--- config.mk ---
export PLATFORM = sky130hd
export DESIGN_NAME = rc_event_logger
export DESIGN_NICKNAME = d
export VERILOG_FILES = /design/src/rtl/rc_event_logger.sv
export SDC_FILE = /design/constraint.sdc
export NUM_CORES = 1
export LEC_CHECK = 0
export CORE_ASPECT_RATIO = 1.1
export CORE_MARGIN = 8
export CORE_UTILIZATION = 30
export CTS_BUF_LIST = sky130_fd_sc_hd__clkbuf_2
export CTS_CLUSTER_DIAMETER = 30
export DETAILED_ROUTE_END_ITERATION = 10
export GPL_ROUTABILITY_DRIVEN = 0
export PLACE_DENSITY = 0.51
export REMOVE_ABC_BUFFERS = 1
export SYNTH_ARGS = -nofsm -noshare
export SYNTH_HDL_FRONTEND = slang
export SYNTH_SLANG_ARGS = --single-unit
--- constraint.sdc ---
create_clock -name CLK -period 8.3 [get_ports CLK]
set_clock_uncertainty 0.15 [all_clocks]
set_input_delay 1.245 -clock CLK [delete_from_list [all_inputs] [get_ports CLK]]
set_output_delay 1.245 -clock CLK [all_outputs]
set_load 0.05 [all_outputs]
--- src/rtl/rc_event_logger.sv ---
// MMCM reconfiguration event logger: times each request/ready handshake and queues a
// two-word record per attempt into a first-word-fall-through FIFO for the control interface.
module rc_event_logger #(
    parameter int unsigned DEPTH   = 16,
    parameter int unsigned TIMEOUT = 1000000
) (
    input  logic        CLK,
    input  logic        RESET_N,
    input  logic        RCEN,
    input  logic        RCRDY,
    input  logic        CLR,
    output logic [31:0] DATA_FIFO_Q,
    output logic        DATA_FIFO_EMPTY,
    input  logic        DATA_FIFO_RDREQ,
    output logic        BUSY,
    output logic [15:0] EVENT_CNT,
    output logic [15:0] DROP_CNT
);
    localparam int unsigned AW = $clog2(DEPTH);

    typedef enum logic [2:0] {StIdle, StWaitLow, StWaitHigh, StPush0, StPush1} state_e;

    state_e      state_q, state_d;
    logic        rcrdy_meta_q, rcrdy_s_q;
    // Only the low half of the timestamp is ever recorded, so only that half is kept.
    logic [15:0] ts_q;
    logic [15:0] start_ts_q, start_ts_d;
    logic [31:0] dur_q, dur_d;
    logic [31:0] wt_q, wt_d;
    logic [1:0]  status_q, status_d;
    logic [7:0]  seq_q, seq_d;
    logic [15:0] event_cnt_q, event_cnt_d;
    logic [15:0] drop_cnt_q, drop_cnt_d;
    logic        drop_full, drop_busy;
    logic [16:0] drop_sum;

    logic [31:0] mem [DEPTH];
    logic [AW-1:0] wr_ptr_q, rd_ptr_q;
    logic [AW:0]   count_q;
    logic          push, pop, free_ok, timeout;
    logic [31:0]   push_data;

    assign pop     = DATA_FIFO_RDREQ && (count_q != '0);
    assign free_ok = (32'(count_q) + 32'd2) <= DEPTH;
    assign timeout = (wt_q == TIMEOUT - 1);

    always_comb begin
        state_d     = state_q;
        start_ts_d  = start_ts_q;
        dur_d       = dur_q;
        wt_d        = wt_q;
        status_d    = status_q;
        seq_d       = seq_q;
        event_cnt_d = event_cnt_q;
        push        = 1'b0;
        push_data   = '0;
        drop_full   = 1'b0;
        drop_busy   = RCEN && (state_q != StIdle);

        if (state_q inside {StWaitLow, StWaitHigh}) begin
            dur_d = (dur_q == '1) ? dur_q : dur_q + 32'd1;
            wt_d  = wt_q + 32'd1;
        end

        unique case (state_q)
            StIdle: begin
                if (RCEN) begin
                    start_ts_d = ts_q;
                    dur_d      = '0;
                    wt_d       = '0;
                    if (rcrdy_s_q) begin
                        state_d = StWaitLow;
                    end else begin
                        status_d = 2'd3;
                        state_d  = StPush0;
                    end
                end
            end
            StWaitLow: begin
                if (!rcrdy_s_q) begin
                    wt_d    = '0;
                    state_d = StWaitHigh;
                end else if (timeout) begin
                    status_d = 2'd1;
                    state_d  = StPush0;
                end
            end
            StWaitHigh: begin
                if (rcrdy_s_q) begin
                    status_d = 2'd0;
                    state_d  = StPush0;
                end else if (timeout) begin
                    status_d = 2'd2;
                    state_d  = StPush0;
                end
            end
            StPush0: begin
                // Both words must fit now; a record is never split across a full FIFO.
                if (free_ok) begin
                    push      = 1'b1;
                    push_data = {4'hA, status_q, 2'b00, seq_q, start_ts_q};
                    state_d   = StPush1;
                end else begin
                    drop_full = 1'b1;
                    state_d   = StIdle;
                end
            end
            StPush1: begin
                push        = 1'b1;
                push_data   = dur_q;
                event_cnt_d = (event_cnt_q == '1) ? event_cnt_q : event_cnt_q + 16'd1;
                seq_d       = seq_q + 8'd1;
                state_d     = StIdle;
            end
            default: state_d = StIdle;
        endcase

        drop_sum   = {1'b0, drop_cnt_q} + 17'(drop_full) + 17'(drop_busy);
        drop_cnt_d = drop_sum[16] ? 16'hFFFF : drop_sum[15:0];
    end

    always_ff @(posedge CLK or negedge RESET_N) begin
        if (!RESET_N) begin
            rcrdy_meta_q <= 1'b0;
            rcrdy_s_q    <= 1'b0;
        end else begin
            rcrdy_meta_q <= RCRDY;
            rcrdy_s_q    <= rcrdy_meta_q;
        end
    end

    always_ff @(posedge CLK or negedge RESET_N) begin
        if (!RESET_N) begin
            state_q     <= StIdle;
            ts_q        <= '0;
            start_ts_q  <= '0;
            dur_q       <= '0;
            wt_q        <= '0;
            status_q    <= '0;
            seq_q       <= '0;
            event_cnt_q <= '0;
            drop_cnt_q  <= '0;
            wr_ptr_q    <= '0;
            rd_ptr_q    <= '0;
            count_q     <= '0;
        end else if (CLR) begin
            state_q     <= StIdle;
            ts_q        <= '0;
            dur_q       <= '0;
            wt_q        <= '0;
            seq_q       <= '0;
            event_cnt_q <= '0;
            drop_cnt_q  <= '0;
            wr_ptr_q    <= '0;
            rd_ptr_q    <= '0;
            count_q     <= '0;
        end else begin
            state_q     <= state_d;
            ts_q        <= ts_q + 16'd1;
            start_ts_q  <= start_ts_d;
            dur_q       <= dur_d;
            wt_q        <= wt_d;
            status_q    <= status_d;
            seq_q       <= seq_d;
            event_cnt_q <= event_cnt_d;
            drop_cnt_q  <= drop_cnt_d;
            if (push) wr_ptr_q <= wr_ptr_q + 1'b1;
            if (pop)  rd_ptr_q <= rd_ptr_q + 1'b1;
            if (push && !pop)      count_q <= count_q + 1'b1;
            else if (pop && !push) count_q <= count_q - 1'b1;
        end
    end

    always_ff @(posedge CLK) begin
        if (push && !CLR) mem[wr_ptr_q] <= push_data;
    end

    assign DATA_FIFO_EMPTY = (count_q == '0);
    assign DATA_FIFO_Q     = DATA_FIFO_EMPTY ? 32'd0 : mem[rd_ptr_q];
    assign BUSY            = (state_q != StIdle);
    assign EVENT_CNT       = event_cnt_q;
    assign DROP_CNT        = drop_cnt_q;

endmodule

==> results of run 1 <==
[cell families (layout without fill, tap and decap cells)]
| kind of cell | Yosys count | count (layout) | share of synthesized area (%) |
|---|---|---|---|
| AOI/OAI and AO/OA | 167 | 167 | 3.98 |
| and+or+nand+nor | 455 | 455 | 8.74 |
| buffers and inverters | 107 | 460 | 1.51 |
| muxes | 184 | 184 | 13.8 |
| xor gates and xnor gates | 79 | 79 | 2.46 |
| adders and majority gates | 18 | 18 | 0.856 |
| other | 0 | 2 | 0 |
| DFF | 668 | 668 | 68.7 |
[cell usage after synthesis (all sizes together), types with 5 or more instances]
master | n | area share, %
nand2b | 8 | 0.18
xor2 | 26 | 0.81
and3 | 24 | 0.53
mux4 | 160 | 13
a21oi | 60 | 1.1
or4 | 17 | 0.47
xnor2 | 53 | 1.7
mux2i | 8 | 0.29
clkbuf | 64 | 0.86
nand4 | 33 | 0.74
buf | 25 | 0.41
and4 | 11 | 0.34
inv | 18 | 0.24
and2 | 6 | 0.13
nand2 | 73 | 0.98
nor2 | 102 | 1.4
dfrtp | 156 | 14
a22o | 25 | 0.78
a31oi | 5 | 0.11
mux2 | 16 | 0.64
nor4 | 25 | 0.56
nor4b | 8 | 0.25
nor3 | 32 | 0.61
nor2b | 35 | 0.78
o31ai | 10 | 0.27
nand3 | 47 | 0.84
nor3b | 5 | 0.21
or3 | 14 | 0.31
ha | 16 | 0.71
o21ai | 26 | 0.46
edfxtp | 512 | 55
[placed cells by master (no fill, tap or decap), types with 5 or more instances in the layout]
master,instances
a22o_1,25
and2_1,6
dfrtp_1,152
clkdlybuf4s50_1,69
nand2b_1,8
mux2_2,16
mux4_2,160
nand2_1,73
nor2_1,100
o21ai_0,24
clkbuf_2,249
clkinv_2,15
edfxtp_1,512
ha_1,16
or4_1,16
and3_1,21
or3_1,14
mux2i_1,8
nor3_2,11
nor2b_1,35
xor2_1,26
a31oi_1,5
and4_1,11
a21oi_1,60
nand3_1,47
nor4b_1,5
nand4_1,33
buf_4,44
clkinv_1,38
nor3_1,21
xnor2_1,53
o31ai_1,9
inv_1,18
bufinv_16,11
nor4_1,24
[worst max-delay path by stage]
stage / start / endpoint / slack [ns] / cells past startpoint
after floorplan: state_q[2] / mem[4][0] / -0.34 / 3
after global placement: rd_ptr_q[1] / DATA_FIFO_Q[1] / 3.27 / 5
after detailed placement: rd_ptr_q[1] / DATA_FIFO_Q[1] / 3.31 / 5
after CTS: rd_ptr_q[0] / DATA_FIFO_Q[26] / 1.72 / 5
after global routing: rd_ptr_q[0] / DATA_FIFO_Q[1] / 1.62 / 5
final: rd_ptr_q[1] / DATA_FIFO_Q[1] / 1.98 / 5
[repair_timing]
item                                   4_1_cts  5_1_grt
hold buffers                                 2        0
setup endpoints to repair                    0        0
endpoints found under the hold margin       55        0
[cell type report]
type                    instances  area (um2)  area share, %
multi-input cells             903        8470           26.2
repair buffers                118        1080           3.33
clock buffers                 249        1250           3.85
flip-flops and latches        668       19300           59.6
well taps                    1249        1560           4.83
diodes                          2        5.00         0.0155
inverters                      18        67.6          0.209
clock inverters                75         626           1.93
[per-layer routing]
metal / up-vias / global-route usage (%)
met4: 0 / 4.52
li1: 7192 / -
met2: 410 / 23.6
met5: - / 0
met1: 8421 / 16.4
met3: 104 / 3.22
[state kept, by name, indices dropped and copies added (netlist names), 5 cells and up]
name / cells
ts_q: 16
seq_q: 8
EVENT_CNT: 16
DROP_CNT: 16
dur_q: 32
count_q: 5
mem: 512
start_ts_q: 16
wt_q: 32
[power by group through the flow]
stage	Sequential [uW]	Clock (uW)	Combinational, uW
after floorplan	3880	0	1210
after global placement	3790	0	1760
after detailed placement	3790	0	1770
after CTS	3720	2670	1770
after global routing	3730	2820	1840
final	3710	2550	1710
[metrics by stage]
stage,setup WS (ns),area [um2]
after floorplan,-0.339,27700
after detailed placement,3.31,30400
after global placement,3.27,30400
final,1.98,32300
after global routing,1.62,32300
after CTS,1.72,32300
[critical path: stages (launching register included)]
cell and delay [ns]:
dfrtp_4 1.01, buf_4 0.65, mux4_2 0.41, mux4_2 0.47, nor2b_1 0.21, clkdlybuf4s50_1 0.77
==> out/qor.yml, run 1 <==
grt_overflow_total: 0
wirelength_met1_um: 29500
ys_dominant_reg_cell: "edfxtp_1"
die_y_um: 337
clk_path_buf_depth: 3
internal-power_uw: 5500
cp-end-kind: "output port"
critPathLaunchType: "flip-flop"
vias: 16100
port-buffer-count: 71
place_inst: 2954
grt_pass1_vias: 17000
status: "complete, no violations"
reg2reg_depth: 12
utilization_pct: 34.9
switching_share_pct: 31.1
pwr-share-seq_pct: 46.5
wl_met2_um: 36300
setup_viol: 0
htreeDepth: 4
die_area_mm2: 0.104
clk_pin_slew_ns: 0.10
avgSynthCellArea_um2: 16.7
p_clk_share_pct: 32.0
hold_class: "flip-flop to flip-flop"
die_width_um: 308
routed_wl_um: 70400
min_period_ns: 6.32
postCtsSetupBuffers: 0
power.total_uw: 7980
worst_pin_slew_ns: 1.11
whs_endpoint: "rcrdy_s_q"
syn-cell-area_mm2: 0.0281
grt_max_degree: 76
r2r-end: "count_q[4]"
drive_gt1_share_pct: 27.1
cap_violations: 0
first_iter_violations: 1058
cts-root-buf: "clkbuf_2"
critical_path_class: "flip-flop to output port"
io_pins: 72
worstPathArrival_ns: 4.92
hold_viol_final: 0
fillCellCount: 8872
antenna_found_initial: 2
net-switching-power_uw: 2480
core-area_mm2: 0.0927
top_layer: "met4"
post_drt_wl_per_cell_um: 21.4
slew-limit-headroom_pct: 25.4
p_comb_share_pct: 21.5
drc: 0
start_util_pct: 30.3
tns_ns: 0
r2r_slack_ns: 4.06
min_from: "rcrdy_meta_q"
synth_cell_types: 68
clkLatencyLatePin_ns: 1.34
rsz0062_at_grt: "no"
cts_resized: 0
ys_seq_area_share_pct: 68.7
r2r-start: "count_q[1]"
finish.net_count: 1907
drv_slew: 0
instances_no_fill: 3282
synthCells: 1678
wl_met3_um: 3110
cts_made_buffers: 174
vias_per_cell: 4.91
ys_seq_elements: 668
synth_warnings: 0
p_per_area_mw_per_mm2: 247
crit_fanout: 53
grt_pass1_wl_um: 106000
synthArstFlopShare_pct: 23.4
synth-edff-count: 512
holdPathStages: 0
required_ns: 6.90
rows: 117
fmax_ghz: 0.158
vdd_drop_max_uv: 183
whs_ns: 0.187
dp_hpwl_um: 40600
finalCritPeriodShare_pct: 76.1
grtUsageTotal_pct: 13.5
cts_sinks: 668
firstDrtPassIters: 5
cts_tree: "done"
syn_to_final_growth_pct: 15.2
antenna_left: 0
p_leak_uw: 0.0113
Power figures use the tool's default switching activity.
==> run 2, diff against run 1 <==
- PLACE_DENSITY: 0.51 -> 0.52
- clock period: 8.3 -> 5.72 ns (I/O delays scaled with it)
==> out/qor.yml, run 2 (synthesis results as in run 1) <==
finish.net_count: 1905  # -0.10%
hold_class: "flip-flop to flip-flop"
hold_viol_final: 0  # unchanged
required_ns: 4.71  # -2.19 ns
grtUsageTotal_pct: 13.6  # +0.075 points
place_area_mm2: 0.0305  # +0.25%
top_regs: "mem x512, dur_q x32, wt_q x32"
cts_tree: "done"
cts-root-buf: "clkbuf_2"
antenna_found_initial: 2  # unchanged
final_design_area_no_fill_mm2: 0.0323  # -0.21%
start_util_pct: 30.3  # unchanged
grt_max_degree: 75  # -1.3%
firstDrtPassIters: 5  # unchanged
port-buffer-count: 71  # unchanged
clk_pin_slew_ns: 0.10  # about the same
critical-path-slowest-cell: "dfrtp_4"
dp_hpwl_um: 39400  # -3.0%
final_cell_mix: "edfxtp_1, clkbuf_2, mux4_2"
critPathMostFrequentCell: "mux4_2"
cp-end-kind: "output port"
clk_path_buf_depth: 3  # unchanged
finalWorstSetupSlack_ns: 0.318  # -1.67 ns
slew-limit-headroom_pct: 13.0  # -12 points
top_register: "mem"
cts_sinks: 668  # unchanged
crit_path_max_incr_delay_ns: 0.94  # -0.07 ns
p_leak_uw: 0.0114  # +0.84%
worstPathArrival_ns: 4.39  # -0.53 ns
core-area_mm2: 0.0927  # unchanged
whs_ns: 0.212  # +0.0251 ns
grt_pass1_wl_um: 106000  # +0.41%
preCtsSetupSlack_ns: 1.47  # -1.84 ns
grt_pass1_vias: 17000  # -0.33%
vias_per_cell: 4.94  # +0.60%
fmax_ghz: 0.185
layout_commonest_cell: "edfxtp_1"
critPathTopFamily: "buffers and inverters"
drive_gt1_share_pct: 26.6  # -0.47 points
crit_fanout: 48  # -9.4%
grt_overflow_total: 0  # unchanged
path_cells: "buf_12, mux4_2, mux4_2, nor2b_1, clkdlybuf4s50_1"
htreeDepth: 4  # unchanged
critPathLaunchType: "flip-flop"
worst_pin_slew_ns: 1.31  # +0.196 ns
routed_wl_um: 70300  # -0.13%
die_y_um: 337  # unchanged
p_per_area_mw_per_mm2: 350  # +42%
power.total_uw: 11300  # +42%
cap_violations: 0  # unchanged
finalCritPeriodShare_pct: 94.4
vias: 16100  # +0.050%
drc: 0  # unchanged
min_period_ns: 5.40
vdd_drop_max_uv: 181  # -1.2%
io_pins: 72  # unchanged
crit_buf_inv: 2  # unchanged
post_drt_wl_per_cell_um: 21.5  # +0.42%
critical_path_class: "flip-flop to output port"
antenna_left: 0  # unchanged
utilization_pct: 34.8  # -0.074 points
cts_made_buffers: 170  # -2.3%
setup_viol: 0  # unchanged
clkLatencyLatePin_ns: 1.31  # -0.03 ns
die_width_um: 308  # unchanged
first_iter_violations: 1235  # +17%
die_area_mm2: 0.104  # unchanged
drv_slew: 0  # unchanged
status: "complete, no violations"
rows: 117  # unchanged
syn_to_final_growth_pct: 15.0
largest_reg_flops: 512  # unchanged
==> run 2: final cells by class <==
cell class	instances	area [um2]
Antenna cell	1	2.50
Fill cell	8827	60400
Tap cell	1249	1560
Multi-Input combinational cell	903	8470
Timing Repair Buffer	120	1260
Clock inverter	59	388
Inverter	18	67.6
Clock buffer	246	1230
Sequential cell	668	19300
==> run 2: metrics by stage <==
stage | TNS [ns] | std cells
2_1_floorplan | -894.64 | 1589
3_3_place_gp | 0 | 2949
3_5_place_dp | 0 | 2949
4_1_cts | 0 | 3263
5_1_grt | -0.000836 | 3264
6_report | 0 | 3264
==> run 2: metal layers <==
layer	track usage, %	share of wire (%)
met1	17.0	43
met5	0	0
met3	3.30	5.5
met2	22.9	50
met4	4.74	2.1
==> run 2: where the power goes <==
part	leakage [uW]	switching (uW)	internal, uW
Clock	0.00122	1930	1390
Combinational	0.00285	1460	1140
Sequential	0.00735	140	5230
Total	0.0114	3530	7750
==> run 2: timing repair <==
item,CTS,global route
endpoints found under the setup margin,30,4
hold buffers,5,0
gates resized for setup,2,1
endpoints found under the hold margin,140,0
pin swaps,1,0
buffers inserted,4,0
==> run 2: final timing paths <==
path / start / end / slack [ns] / cells after the start
worst max-delay path: rd_ptr_q[1] / DATA_FIFO_Q[24] / 0.32 / 5
worst min-delay path: rcrdy_meta_q / rcrdy_s_q / 0.21 / 0
worst max register to register: count_q[1] / mem[2][17] / 1.62 / 8
worst min register to register: rcrdy_meta_q / rcrdy_s_q / 0.21 / 0
max in group asynchronous: RESET_N / rd_ptr_q[1] / 4.27 / 4
min in group asynchronous: RESET_N / wr_ptr_q[2] / 0.60 / 4
==> run 3, diff against run 2 <==
- clock period: 5.72 -> 4.47 ns (I/O delays scaled with it)
==> out/qor.yml, run 3 (synthesis results as in run 1) <==
status: "complete, no violations"
drive_gt1_share_pct: 28.5  # +1.9 points
clkLatencyLatePin_ns: 1.30  # about the same
syn_to_final_growth_pct: 17.7
finalCritPeriodShare_pct: 97.5
crit_fanout: 11  # -77%
cp-end-kind: "output port"
dp_hpwl_um: 38900  # -1.3%
required_ns: 3.65  # -1.06 ns
path_cells: "buf_12, buf_16, mux4_2, mux4_2, nor2b_1, buf_6"
reg2reg_depth: 11  # +3
r2r-start: "count_q[1]"
p_per_area_mw_per_mm2: 457  # +31%
worstPathArrival_ns: 3.54  # -0.85 ns
preCtsSetupSlack_ns: 0.624  # -0.844 ns
vdd_drop_max_uv: 269  # +49%
holdPathStages: 0  # unchanged
first_iter_violations: 1125  # -8.9%
grtUsageTotal_pct: 13.8  # +0.25 points
fillCellCount: 8841  # +0.16%
finish.net_count: 1936  # +1.6%
drv_slew: 0  # unchanged
worst_pin_slew_ns: 1.27  # -0.0327 ns
clk_path_buf_depth: 3  # unchanged
hold_viol_final: 0  # unchanged
instances_no_fill: 3289  # +0.77%
cts_tree: "done"
largest_reg_flops: 512  # unchanged
grt_overflow_total: 0  # unchanged
setup_viol: 0  # unchanged
grt_pass1_vias: 17400  # +2.6%
drc: 0  # unchanged
cts_sinks: 668  # unchanged
place_inst: 2955  # +0.20%
utilization_pct: 35.6  # +0.81 points
p_leak_uw: 0.0118  # +3.1%
critPathLaunchType: "flip-flop"
start_util_pct: 30.3  # unchanged
finalWorstSetupSlack_ns: 0.112  # -0.206 ns
layout_commonest_cell: "edfxtp_1"
core-area_mm2: 0.0927  # unchanged
grt_max_degree: 72  # -4.0%
fmax_ghz: 0.229
top_register: "mem"
antenna_left: 0  # unchanged
multi_input_area_mm2: 0.00849  # +0.30%
antenna_found_initial: 2  # unchanged
vias: 16300  # +1.3%
r2r-end: "count_q[4]"
rsz0062_at_grt: "yes"
vias_per_cell: 4.97  # +0.51%
cts_made_buffers: 173  # +1.8%
die_width_um: 308  # unchanged
cts-root-buf: "clkbuf_2"
final_cell_mix: "edfxtp_1, clkbuf_2, mux4_2"
hold_class: "flip-flop to flip-flop"
whs_endpoint: "rcrdy_s_q"
cap_violations: 0  # unchanged
critical_path_class: "flip-flop to output port"
die_y_um: 337  # unchanged
firstDrtPassIters: 5  # unchanged
power.total_uw: 15100  # +34%
top_regs: "mem x512, dur_q x32, wt_q x32"
critPathMostFrequentCell: "mux4_2"
post_drt_wl_per_cell_um: 21.9  # +1.9%
crit_path_max_incr_delay_ns: 0.52  # -0.42 ns
grt_pass1_wl_um: 108000  # +1.7%
critical-path-slowest-cell: "mux4_2"
die_area_mm2: 0.104  # unchanged
rows: 117  # unchanged
slew-limit-headroom_pct: 15.1  # +2.2 points
seqCellArea_mm2: 0.0193  # unchanged
htreeDepth: 4  # unchanged
place_area_mm2: 0.0308  # +0.76%
io_pins: 72  # unchanged
min_period_ns: 4.36
routed_wl_um: 72200  # +2.6%
final_design_area_no_fill_mm2: 0.0330  # +2.3%
r2r_slack_ns: 0.84  # -0.78 ns
clk_pin_slew_ns: 0.10  # about the same
min_from: "rcrdy_meta_q"
port-buffer-count: 71  # unchanged
run 3: cell types whose count changed in the layout (fill, tap and decap cells not counted), sizes merged, moves of 2 or more:
cell	delta
clkdlybuf4s50	-31
clkinvlp	-3
clkinv	+13
buf	+52
dlygate4sd3	+2
bufinv	+2
clkbuf	-11
run 3: per-stage QoR:
stage / hold WS (ns) / TNS [ns]
floorplan: 0.181 / -1581.98
global placement: 0.189 / 0
detailed placement: 0.191 / 0
CTS: 0.0348 / -4.43
global route: 0.0948 / -4.02
finish: 0.204 / 0
run 3: worst max-delay path by stage:
stage | from | end | slack [ns] | depth (start not counted)
2_1_floorplan | state_q[2] | mem[4][0] | -4.17 | 3
3_3_place_gp | rd_ptr_q[0] | DATA_FIFO_Q[17] | 0.62 | 5
3_5_place_dp | rd_ptr_q[0] | DATA_FIFO_Q[17] | 0.62 | 5
4_1_cts | rd_ptr_q[0] | DATA_FIFO_Q[22] | -0.21 | 6
5_1_grt | rd_ptr_q[0] | DATA_FIFO_Q[8] | -0.17 | 6
6_report | rd_ptr_q[0] | DATA_FIFO_Q[18] | 0.11 | 6
run 3: final cells by class:
cell class,instances,area share [%]
diodes,1,0.00758
inverters,18,0.205
well taps,1249,4.73
clock buffers,230,3.49
repair buffers,148,5.99
flip-flops and latches,668,58.4
multi-input cells,903,25.7
clock inverters,72,1.46
run 3: metal layers:
layer	vias to the layer above	part of all wire, %	GRT usage, %
met1	8487	41	16.4
met5	-	0.018	0
met4	2	2.9	5.37
met3	144	5.3	3.54
li1	7255	-	-
met2	453	51	24.0
run 3: critical path: cells and delay by family (launching register included):
family	cells	cell delay, ns
buf+inv	3	0.52
simple gates	1	0.17
flops	1	0.49
mux	2	1.03
run 3: timing repair:
action,CTS,global route
pin swaps,0,0
gates cloned,4,5
hold endpoints to repair,224,0
setup endpoints to repair,33,33
gates resized for setup,224,34
buffers inserted,8,8
hold buffers,7,0
run 3: report_power, final:
group          internal, uW  switching (uW)  leakage (uW)  total (uW)
clock network          1820            2520       0.00120        4340
registers              6690            90.0       0.00735        6780
logic                  1850            2120       0.00322        3970
